==> config.mk <==
export PLATFORM = sky130hd
export DESIGN_NAME = dcache_fill_ctrl
export DESIGN_NICKNAME = d
export VERILOG_FILES = /design/src/rtl/dcache_fill_ctrl.sv
export SDC_FILE = /design/constraint.sdc
export NUM_CORES = 1
export LEC_CHECK = 0
export BUFFER_PORTS_ARGS = -buffer_cell sky130_fd_sc_hd__buf_2
export CAP_MARGIN = 5
export CELL_PAD_IN_SITES_DETAIL_PLACEMENT = 1
export CELL_PAD_IN_SITES_GLOBAL_PLACEMENT = 1
export CORE_ASPECT_RATIO = 1.75
export CORE_MARGIN = 2
export CORE_UTILIZATION = 35
export DETAILED_ROUTE_END_ITERATION = 8
export MAX_ROUTING_LAYER = met4
export PLACE_DENSITY_LB_ADDON = 0.3
export SLEW_MARGIN = 20
export SYNTH_ARGS = -nofsm -noshare
export SYNTH_HDL_FRONTEND = slang
export SYNTH_SLANG_ARGS = --single-unit
==> constraint.sdc <==
create_clock -name clk -period 1.9 [get_ports clk]
set_input_delay 0.19 -clock clk [delete_from_list [all_inputs] [get_ports clk]]
set_output_delay 0.19 -clock clk [all_outputs]
set_load 0.05 [all_outputs]
==> src/rtl/dcache_fill_ctrl.sv <==
`default_nettype none
// ============================================================================
// Module      : dcache_fill_ctrl
// Description : Miss handling for a small data cache. On an all-line miss it
//               picks the line with the smallest TTL as victim, issues a
//               one-hot fill command, re-issues it if the line does not
//               respond, and counts serviced misses. A free-running counter
//               broadcasts a periodic TTL aging pulse.
// Revision    : 1.0 - initial release
// ============================================================================
module dcache_fill_ctrl #(
  parameter int NLINES    = 4,
  parameter int TTLBITS   = 8,
  parameter int AGEPERIOD = 256
) (
  input  logic                        clk,
  input  logic                        reset_n,
  input  logic                        dcache_rdreq,
  input  logic                        dcache_wrreq,
  input  logic [NLINES-1:0]           line_miss,
  input  logic [NLINES*TTLBITS-1:0]   line_ttl,
  input  logic [NLINES-1:0]           line_busy,
  output logic [NLINES-1:0]           fill_req,
  output logic                        cache_hit,
  output logic                        cache_stall,
  output logic                        age_tick,
  output logic [15:0]                 miss_cnt
);

  localparam int              c_VID_W    = (NLINES > 1) ? $clog2(NLINES) : 1;
  localparam int              c_AGE_W    = $clog2(AGEPERIOD);
  localparam logic [3:0]      c_TMO_LAST = 4'd14;  // counter steps to 15 on this cycle
  localparam logic [NLINES-1:0] c_ONE    = NLINES'(1);

  typedef enum logic [2:0] {
    S_IDLE      = 3'd0,
    S_SELECT    = 3'd1,
    S_GRANT     = 3'd2,
    S_WAIT_BUSY = 3'd3,
    S_WAIT_DONE = 3'd4
  } state_t;

  state_t               state_q, state_d;
  logic [c_VID_W-1:0]   victim_q, victim_d;
  logic [3:0]           tmo_q, tmo_d;
  logic [15:0]          miss_cnt_q, miss_cnt_d;
  logic [c_AGE_W-1:0]   age_q;

  logic                 w_req;
  logic                 w_allmiss;
  logic [c_VID_W-1:0]   w_min_idx;
  logic [TTLBITS-1:0]   w_min_ttl;

  assign w_req     = dcache_rdreq | dcache_wrreq;
  assign w_allmiss = &line_miss;
  assign miss_cnt  = miss_cnt_q;
  assign age_tick  = (age_q == c_AGE_W'(AGEPERIOD - 1));

  // Smallest-TTL search; strict less-than keeps the lowest index on ties.
  always_comb begin
    w_min_idx = '0;
    w_min_ttl = line_ttl[0 +: TTLBITS];
    for (int i = 1; i < NLINES; i++) begin
      if (line_ttl[i*TTLBITS +: TTLBITS] < w_min_ttl) begin
        w_min_ttl = line_ttl[i*TTLBITS +: TTLBITS];
        w_min_idx = c_VID_W'(i);
      end
    end
  end

  // Next-state and output decode; only the victim's busy bit is ever looked at.
  always_comb begin
    state_d     = state_q;
    victim_d    = victim_q;
    tmo_d       = tmo_q;
    miss_cnt_d  = miss_cnt_q;
    fill_req    = '0;
    cache_hit   = 1'b0;
    cache_stall = 1'b1;
    case (state_q)
      S_IDLE: begin
        cache_hit   = w_req & ~w_allmiss;
        cache_stall = w_req & w_allmiss;
        if (w_req && w_allmiss) begin
          state_d = S_SELECT;
        end
      end
      S_SELECT: begin
        victim_d = w_min_idx;
        state_d  = S_GRANT;
      end
      S_GRANT: begin
        fill_req = c_ONE << victim_q;
        tmo_d    = '0;
        state_d  = S_WAIT_BUSY;
      end
      S_WAIT_BUSY: begin
        if (line_busy[victim_q]) begin
          state_d = S_WAIT_DONE;
        end else begin
          tmo_d = tmo_q + 4'd1;
          if (tmo_q == c_TMO_LAST) begin
            state_d = S_GRANT;
          end
        end
      end
      S_WAIT_DONE: begin
        if (!line_busy[victim_q]) begin
          state_d = S_IDLE;
          if (miss_cnt_q != 16'hFFFF) begin
            miss_cnt_d = miss_cnt_q + 16'd1;
          end
        end
      end
      default: begin
        state_d = S_IDLE;
      end
    endcase
  end

  // FSM, victim, timeout and miss-count registers.
  always_ff @(posedge clk or negedge reset_n) begin
    if (!reset_n) begin
      state_q    <= S_IDLE;
      victim_q   <= '0;
      tmo_q      <= '0;
      miss_cnt_q <= '0;
    end else begin
      state_q    <= state_d;
      victim_q   <= victim_d;
      tmo_q      <= tmo_d;
      miss_cnt_q <= miss_cnt_d;
    end
  end

  // Free-running aging counter, wraps every AGEPERIOD cycles.
  always_ff @(posedge clk or negedge reset_n) begin
    if (!reset_n) begin
      age_q <= '0;
    end else if (age_q == c_AGE_W'(AGEPERIOD - 1)) begin
      age_q <= '0;
    end else begin
      age_q <= age_q + c_AGE_W'(1);
    end
  end

endmodule
`default_nettype wire

==> impl_metrics.yaml, run 1 <==
outcome:
  status: "finished, violations left"
  violations: "hold timing, setup timing"
route:
  ant_nets: 0
  routed_wirelength_um: 7900
  wl_per_cell_um: 17.25
  dr.first_iter.drc_count: 80
  drc: 0
  viasPerCell: 5.260
  drtPass1Iterations: 4
  dr_total_vias: 2409
timing:
  skew_ps: 3.715
  setup_tns_ps: -4100
  setup_violations: 2
  clock.fmax_ghz: 0.2517
  fin_crit_sh_pct: 209.1
  maxSlewViolCount: 0
  rsz0062_at_grt: "true"
  setup_ws_ps: -2073
  worst_pin_slew_ps: 741.7
  hold_viol: 33
  period_minus_slack_ps: 3973
  maxSlewHeadroom_pct: 50.56
  fin_hold_ws_ps: -29.70
layout:
  multi_input_comb_area_um2: 1719
  drive_gt1_share_pct: 54.79
  insertedDiodeCount: 0
  area_growth_pct: 60.89
  layout_commonest_cell: "buf_2"
  seqCellArea_um2: 840.8
  final_cell_mix: "64 x buf_2, 50 x buf_4, 21 x dfrtp_1"
  num-fill-cells: 758
  fin_nets: 444
critical_path:
  regToRegSetupSlack_ps: 40
  worstPathArrival_ps: 4180
  crit_fanout: 6
  crit_path_end_kind: "flip-flop"
  rr_worst_depth: 5
  worstReg2RegStart: "victim_q[0]"
  criticalPathCategory: "in2reg"
  start_kind: "input pin"
  required_ps: 2110
  r2r-end: "miss_cnt[13]"
power_and_ir_drop:
  powerDensity_nw_per_um2: 962.8
  power.leakage_nw: 1.775
  p_sw_mw: 1.382
  ir_worst_vdd_uv: 388.7
  p_comb_share_pct: 46.5
  clock_power_share_pct: 26.7
  netSwitchingFraction_pct: 38.83
  p_seq_share_pct: 26.8
  p_int_mw: 2.177
job:
  drv_cap: 0
yosys:
  syn_inst: 249
  syn_area_per_cell_um2: 9.226
  syn_area_um2: 2297
  synth_top_cell_by_area: "dfrtp_1"
  synthesis.nets: 318
  ys_seq_area_share_pct: 35.95
  yosys.cell_types.count: 40
  ys.flop_type: "dfrtp_1"
  synth_area_leaders: "dfrtp_1 36%, ha_1 14%, mux2_2 4.4%"
  synth-edff-count: 0
  postSynth.asyncResetShare_pct: 100.0
  ys_ff_latch: 33
  yosysWarnings: 0
  synth_top_area_share_pct: 35.95
floorplan:
  dieWidth_um: 65.24
  die_h_um: 111.2
  start_util_pct: 35.66
  io_pins: 67
  dieArea_um2: 7253
  rows: 39
  coreArea_um2: 6441
grt:
  grt_first_pass_wirelength_um: 11990
  grt_start_max_net_pins: 34
  antenna_found_initial: 0
  grt_pass1_vias: 2694
  overflow: 0
  track_usage_pct: 21.93
place:
  dpl.hpwl_um: 5697
  gp_congestion: 0.7723
  port_buffers: 66
clock_network:
  clock_latency_ps: 280
  cts_made_buffers: 5
  cts.sinks: 33
  cts_buffer_depth: 2
  h-tree-depth: 2
  cts_tree: "done"
  root_buffer: "clkbuf_16"
  path_clk_slew_ps: 50
min_path:
  hp-class: "in2async"
==> stage by stage <==
stage / total power, mW / std cells / util (%) / cell area [um2] / setup WS [ps]
global route: 3.751 / 458 / 57.38 / 3696 / -2277
CTS: 3.456 / 453 / 54.72 / 3525 / -1958
floorplan: 1.865 / 249 / - / 2441 / -2173
global placement: 2.334 / 437 / 49.26 / 3173 / -2472
finish: 3.559 / 458 / 57.38 / 3696 / -2073
detailed placement: 2.392 / 437 / 49.26 / 3173 / -2571
==> state kept, by name, summed over array words and instances, names as in the netlist <==
| signal | count |
|---|---|
| tmo_q | 4 |
| state_q | 3 |
| miss_cnt | 16 |
| age_q | 8 |
| victim_q | 2 |
==> repair_timing <==
action / CTS / global route
pin swaps: 11 / 7
hold buffers: 0 / 0
setup buffers: 7 / 6
endpoints found under the setup margin: 7 / 7
cloned: 1 / 0
gates resized for setup: 32 / 26
==> cell usage after synthesis, types with 2 or more instances <==
master,count
dfrtp_1,33
nor2_1,26
ha_1,25
inv_1,20
nand2_1,18
a21oi_1,17
nand3_1,12
xnor2_1,11
xor2_1,11
o21ai_0,10
mux2_2,9
nor3_1,9
and3_1,8
nand4_1,8
o21a_1,3
a41oi_1,2
buf_2,2
mux2i_1,2
nor4_1,2
==> logic make-up after synthesis <==
logic type / count (synthesis) / synth area share [%]
and+or+nand+nor: 91 / 19.44
xor gates and xnor gates: 22 / 8.388
AOI/OAI and AO/OA: 44 / 12.64
muxes: 12 / 6.264
buffers and inverters: 22 / 3.704
DFF: 33 / 35.95
adders and majority gates: 25 / 13.62
==> routing by layer <==
metal,routed length [um],part of all wire [%],GRT usage (%),vias up
met3,256,3.2,2.741,24
met4,334,4.2,10.28,0
met5,0,0,-,-
li1,-,-,-,1136
met2,4790,61,44.22,70
met1,2519,32,18.38,1179
==> worst max-delay path by stage <==
stage	start	to	slack, ps	depth (start not counted)
after floorplan	line_ttl[9]	victim_q[1]	-2170	18
after global placement	line_ttl[1]	victim_q[1]	-2470	21
after detailed placement	line_ttl[1]	victim_q[0]	-2570	21
after CTS	line_ttl[1]	victim_q[0]	-1960	21
after global routing	line_ttl[5]	victim_q[0]	-2280	24
final	line_ttl[5]	victim_q[0]	-2070	24
==> worst max-delay path: stages <==
cell       delay [ps]
buf_2              70
inv_1              70
ha_4              280
nand4_1           130
a21oi_2           260
a21oi_4           110
buf_6             150
nor2_1            120
a21oi_2            70
ha_1              280
o21a_1            150
o2111ai_2         120
or2_4             270
o21ai_4           250
buf_6             140
mux2_4            300
ha_4              230
nand2_1            80
o21ai_1            60
or3_4             360
buf_4             150
o21ai_0           190
a41oi_1            60
o21ai_1            90
==> power by group through the flow <==
stage                     Clock [mW]  Sequential, mW  Combinational [mW]
after global placement             0           0.953                1.38
after detailed placement           0           0.956                1.44
after CTS                      0.960           0.950                1.55
after global routing           0.988           0.970                1.79
final                          0.950           0.955                1.65
after floorplan                    0            1.04               0.825
==> layout make-up <==
cell class | count | area share [%]
clock buffers | 7 | 3.859
clock inverters | 1 | 0.8125
inverters | 20 | 2.234
multi-input cells | 194 | 46.51
flip-flops and latches | 33 | 22.75
well taps | 82 | 2.776
repair buffers | 121 | 21.06
No activity file was read; power rests on OpenSTA's default activity.
==> inputs of run 2 (changes only) <==
--- a/config.mk
+++ b/config.mk
@@ -5,13 +5,14 @@
 export SDC_FILE = /design/constraint.sdc
 export NUM_CORES = 1
 export LEC_CHECK = 0
+export ABC_AREA = 1
 export BUFFER_PORTS_ARGS = -buffer_cell sky130_fd_sc_hd__buf_2
 export CAP_MARGIN = 5
 export CELL_PAD_IN_SITES_DETAIL_PLACEMENT = 1
 export CELL_PAD_IN_SITES_GLOBAL_PLACEMENT = 1
 export CORE_ASPECT_RATIO = 1.75
 export CORE_MARGIN = 2
-export CORE_UTILIZATION = 35
+export CORE_UTILIZATION = 34
 export DETAILED_ROUTE_END_ITERATION = 8
 export MAX_ROUTING_LAYER = met4
 export PLACE_DENSITY_LB_ADDON = 0.3
==> impl_metrics.yaml, run 2 <==
layout:
  layout_commonest_cell: "buf_4"
  largest_reg_flops: 16
  drive_gt1_share_pct: 53.78
  area_growth_pct: 69.02
  design_area_um2: 3897
  fin_nets: 505
  final_cell_mix: "71 x buf_4, 52 x nand2_1, 52 x buf_2"
  insertedDiodeCount: 0
route:
  drtPass1Iterations: 4
  ant_nets: 0
  routed_wirelength_um: 8325
  dr_total_vias: 2618
  viasPerCell: 5.044
  dr.first_iter.drc_count: 86
  drc: 0
  wl_per_cell_um: 16.04
critical_path:
  startpoint: "line_ttl[15]"
  regToRegSetupSlack_ps: -130
  required_ps: 2110
  rr_worst_depth: 13
  start_kind: "input pin"
  worstPathArrival_ps: 3270
  crit_end: "victim_q[0]"
  crit_path_end_kind: "flip-flop"
  criticalPathCategory: "in2reg"
  worstReg2RegStart: "victim_q[0]"
  crit_fanout: 7
  r2r-end: "miss_cnt[15]"
grt:
  antenna_found_initial: 0
  grt_start_max_net_pins: 34
  track_usage_pct: 22.58
  grt_pass1_vias: 2828
  overflow: 0
  grt_first_pass_wirelength_um: 12490
yosys:
  postSynth.asyncResetShare_pct: 100.0
  yosysWarnings: 0
  yosys.cell_types.count: 27
  ys_ff_latch: 33
  synth-edff-count: 0
  synth_top_cell_by_area: "dfrtp_1"
  synthesis.nets: 362
  syn_inst: 293
  synth_area_leaders: "dfrtp_1 36%, ha_1 14%, nand2_1 11%"
  synth_top_cells_by_count: "66 x nand2_1, 40 x inv_1, 33 x dfrtp_1"
  syn_area_um2: 2306
  syn_area_per_cell_um2: 7.870
  ys_seq_area_share_pct: 35.81
  ys.flop_type: "dfrtp_1"
  synth_top_area_share_pct: 35.81
  yosysMostFrequentCell: "nand2_1"
place:
  gp_congestion: 0.8205
  placed_area_um2: 3239
  port_buffers: 66
  dpl.hpwl_um: 5326
  pre_cts_slack_ps: -1585
timing:
  maxSlewHeadroom_pct: 49.96
  fin_crit_sh_pct: 161.4
  fin_hold_ws_ps: -22.12
  setup_tns_ps: -2572
  hold_viol: 33
  worst_pin_slew_ps: 750.7
  rsz0062_at_grt: "true"
  setup_ws_ps: -1166
  skew_ps: 5.220
  period_minus_slack_ps: 3066
  maxSlewViolCount: 0
  setup_violations: 5
  clock.fmax_ghz: 0.3261
clock_network:
  path_clk_slew_ps: 50
  h-tree-depth: 2
  clock_latency_ps: 280
  root_buffer: "clkbuf_16"
  cts_made_buffers: 5
  cts_tree: "done"
  hold_buffers: 0
  cts_buffer_depth: 2
  cts.sinks: 33
floorplan:
  die_h_um: 112.9
  rows: 39
  start_util_pct: 35.27
  io_pins: 67
  dieArea_um2: 7483
  dieWidth_um: 66.26
  coreArea_um2: 6539
power_and_ir_drop:
  p_comb_share_pct: 51.5
  p_int_mw: 2.055
  p_sw_mw: 1.474
  clock_power_share_pct: 23.0
  p_seq_share_pct: 25.5
  netSwitchingFraction_pct: 41.77
  ir_worst_vdd_uv: 582.0
  powerDensity_nw_per_um2: 905.3
  power.leakage_nw: 2.009
job:
  drv_cap: 0
min_path:
  hp-class: "in2async"
outcome:
  violations: "hold timing, setup timing"
  status: "finished, violations left"
run 2: changes by cell type in the layout (fill, tap and decap cells not counted), sizes merged, moves of 5 or more:
cell / before / now
inv: 20 / 42
and3: 8 / 3
nand3: 12 / 18
o21ai: 11 / 18
nand4: 9 / 2
mux2: 9 / 0
nand2: 18 / 72
buf: 121 / 136
run 2: repair_timing:
action / in CTS / in global routing
pin swaps: 35 / 24
cloned: 1 / 0
resized for setup: 52 / 42
buffers inserted: 15 / 5
setup endpoints to repair: 11 / 21
run 2: power by group through the flow:
| stage | combinational, mW | clock [mW] | sequential, mW |
|---|---|---|---|
| finish | 1.82 | 0.812 | 0.901 |
| global route | 1.97 | 0.846 | 0.916 |
| CTS | 1.60 | 0.817 | 0.895 |
| detailed placement | 1.41 | 0 | 0.904 |
| global placement | 1.34 | 0 | 0.897 |
| floorplan | 0.796 | 0 | 0.983 |
run 2: per-layer routing:
| metal | vias up | track usage, % | share of wire (%) |
|---|---|---|---|
| met5 | - | - | 0 |
| met4 | 0 | 8.844 | 4.1 |
| met3 | 25 | 2.982 | 4.3 |
| met2 | 89 | 45.33 | 60 |
| met1 | 1269 | 19.85 | 32 |
| li1 | 1235 | - | - |
run 2: kinds of logic after synthesis:
group                      synth area share, %
and+or+nand+nor                          26.64
buffers and inverters                    7.162
AOI/OAI and AO/OA                        8.953
DFF                                      35.81
adders and majority gates                13.56
xor gates and xnor gates                 7.867
run 2: final cells by class:
type,instances,area [um2]
sequential,33,837.1
tap,82,102.6
timing repair buffer,137,954.7
clock buffer,8,146.4
multi-input combinational,217,1684
inverter,42,172.7
fill,798,2641
run 2: metrics by stage:
stage	util, %	std cells	power, mW
after floorplan	-	293	1.779
after global placement	49.54	490	2.238
after detailed placement	49.54	490	2.309
after CTS	56.41	514	3.314
after global routing	59.61	519	3.736
final	59.61	519	3.528
run 2: how the worst min path moves through the flow:
stage	end	from	slack (ps)
after global routing	age_q[2]	reset_n	40
final	age_q[2]	reset_n	-20
after floorplan	age_q[0]	reset_n	-110
after CTS	age_q[0]	reset_n	2
after detailed placement	age_q[2]	reset_n	300
after global placement	age_q[4]	reset_n	290
run 2: worst max-delay path, stage by stage:
cell	delay [ps]
buf_6	100
ha_4	240
nand2_2	60
inv_1	30
nor2_1	80
o21a_1	190
nand2_4	110
buf_8	160
nand2_4	60
o21ai_2	60
ha_2	190
a21oi_2	170
nor2_1	70
a211oi_2	220
buf_4	190
nand2_8	70
buf_6	130
nand2_2	50
o21ai_2	50
ha_1	320
nand2_1	80
inv_1	40
nand2_1	60
nand2_1	70
nand2_1	80
nand2_2	70
a21oi_2	130
==> inputs of run 3 (changes only) <==
--- a/config.mk
+++ b/config.mk
@@ -15,7 +15,7 @@
 export CORE_UTILIZATION = 34
 export DETAILED_ROUTE_END_ITERATION = 8
 export MAX_ROUTING_LAYER = met4
-export PLACE_DENSITY_LB_ADDON = 0.3
+export PLACE_DENSITY_LB_ADDON = 0.1
 export SLEW_MARGIN = 20
 export SYNTH_ARGS = -nofsm -noshare
 export SYNTH_HDL_FRONTEND = slang
==> impl_metrics.yaml, run 3 (synthesized netlist as in run 2, its figures left out) <==
timing:
  maxSlewHeadroom_pct: 49.35
  clock.fmax_ghz: 0.3407
  hold_viol: 33
  fin_hold_ws_ps: -19.84
  setup_violations: 5
  setup_ws_ps: -1035
  skew_ps: 6.120
  period_minus_slack_ps: 2935
  worst_pin_slew_ps: 759.8
  maxSlewViolCount: 0
  fin_crit_sh_pct: 154.5
  rsz0062_at_grt: "true"
layout:
  fin_nets: 497
  drive_gt1_share_pct: 50.35
  utilization_pct: 57.04
  area_growth_pct: 61.75
  largest_reg_flops: 16
  layout_commonest_cell: "buf_4"
  insertedDiodeCount: 0
  final_cell_mix: "63 x buf_4, 60 x buf_2, 54 x nand2_1"
  design_area_um2: 3730
grt:
  antenna_found_initial: 0
  grt_pass1_vias: 2626
  track_usage_pct: 20.49
  overflow: 0
  grt_start_max_net_pins: 34
  grt_first_pass_wirelength_um: 11590
clock_network:
  h-tree-depth: 2
  path_clk_slew_ps: 50
  cts_tree: "done"
  clock_latency_ps: 280
  cts_made_buffers: 5
  hold_buffers: 0
  cts.sinks: 33
  cts_buffer_depth: 2
  root_buffer: "clkbuf_16"
critical_path:
  start_kind: "input pin"
  worstPathArrival_ps: 3140
  max_stage_delay_ps: 320
  crit_path_end_kind: "flip-flop"
  slowest_stage: "ha_1"
  crit_fanout: 8
  cp_num_cells: 23
  rr_worst_depth: 13
  required_ps: 2110
  critical-path-top-delay-family: "compound AO/OA/AOI/OAI gates"
  path_buf_inv: 4
  criticalPathCategory: "in2reg"
  path_cells: "buf_8 -> inv_12 -> ha_4 -> nand2_2 -> inv_2 -> nor2_2 -> o21a_4 -> nand2_8 -> o21ai_4 -> ha_4 -> a21oi_2 -> nor2_1 -> a211oi_2 -> buf_4 -> nand2_8 -> nand2_4 -> o21ai_2 -> ha_1 -> a21oi_2 -> nor2_1 -> a211oi_2 -> nand2_1 -> a21oi_1"
outcome:
  status: "finished, violations left"
  violations: "hold timing, setup timing"
floorplan:
  die_h_um: 112.9
  io_pins: 67
  rows: 39
  dieWidth_um: 66.26
  dieArea_um2: 7483
  coreArea_um2: 6539
  start_util_pct: 35.27
route:
  routed_wirelength_um: 7102
  dr.first_iter.drc_count: 84
  wl_per_cell_um: 13.90
  drc: 0
  wl_met2_um: 4295
  dr_wl_met3_um: 228
  viasPerCell: 4.859
  top_layer: "met4"
  wl_met1_um: 2392
  dr_total_vias: 2483
  drtPass1Iterations: 4
  ant_nets: 0
power_and_ir_drop:
  powerDensity_nw_per_um2: 895.5
  ir_worst_vdd_uv: 450.3
  power.leakage_nw: 1.952
min_path:
  hp-class: "in2async"
place:
  gp_congestion: 0.7870
  pre_cts_slack_ps: -1676
  dpl.hpwl_um: 5421
  placed_area_um2: 3262
  port_buffers: 66
job:
  drv_cap: 0
run 3: cell count changes in the layout (fill, tap and decap cells not counted), sizes merged:
cell    previous run  this run
buf              136       128
clkbuf             9         8
nand2             72        73
run 3: layout make-up:
type                       count  area (um2)
clock buffer                   8       136.4
multi-input combinational    218        1650
timing repair buffer         128       833.3
tap                           82       102.6
sequential                    33       837.1
inverter                      42       170.2
fill                         814        2809
run 3: where the power goes:
group	total (mW)	switching, mW	internal, mW
clock network	0.772	0.285	0.487
logic	1.67	0.999	0.674
registers	0.895	0.0866	0.809
total	3.34	1.37	1.97
run 3: metal layers:
layer / global-route usage (%) / vias to the layer above
met3: 2.386 / 10
met2: 39.93 / 52
met1: 19.67 / 1197
met5: - / -
met4: 7.347 / 0
li1: - / 1224
run 3: final timing paths:
| path | startpoint | slack [ps] | end |
|---|---|---|---|
| min reg2reg | age_q[0] | 460 | age_q[0] |
| max in group asynchronous | reset_n | 1390 | victim_q[1] |
| min in group clk | line_ttl[31] | 370 | victim_q[1] |
| max reg2reg | victim_q[0] | -130 | miss_cnt[13] |
| min | reset_n | -20 | age_q[1] |
| max | line_ttl[7] | -1040 | victim_q[0] |
run 3: timing repair:
action,in CTS,in global routing
gates resized for setup,23,46
buffers inserted,7,1
pin swaps,7,21
endpoints found under the setup margin,10,16
cloned,2,0
run 3: stage by stage:
stage	TNS (ps)	total power [mW]	instances
detailed placement	-3688	2.332	493
CTS	-2404	3.228	510
finish	-2354	3.340	511
global route	-3926	3.580	511
floorplan	-2595	1.779	293
global placement	-3425	2.279	493
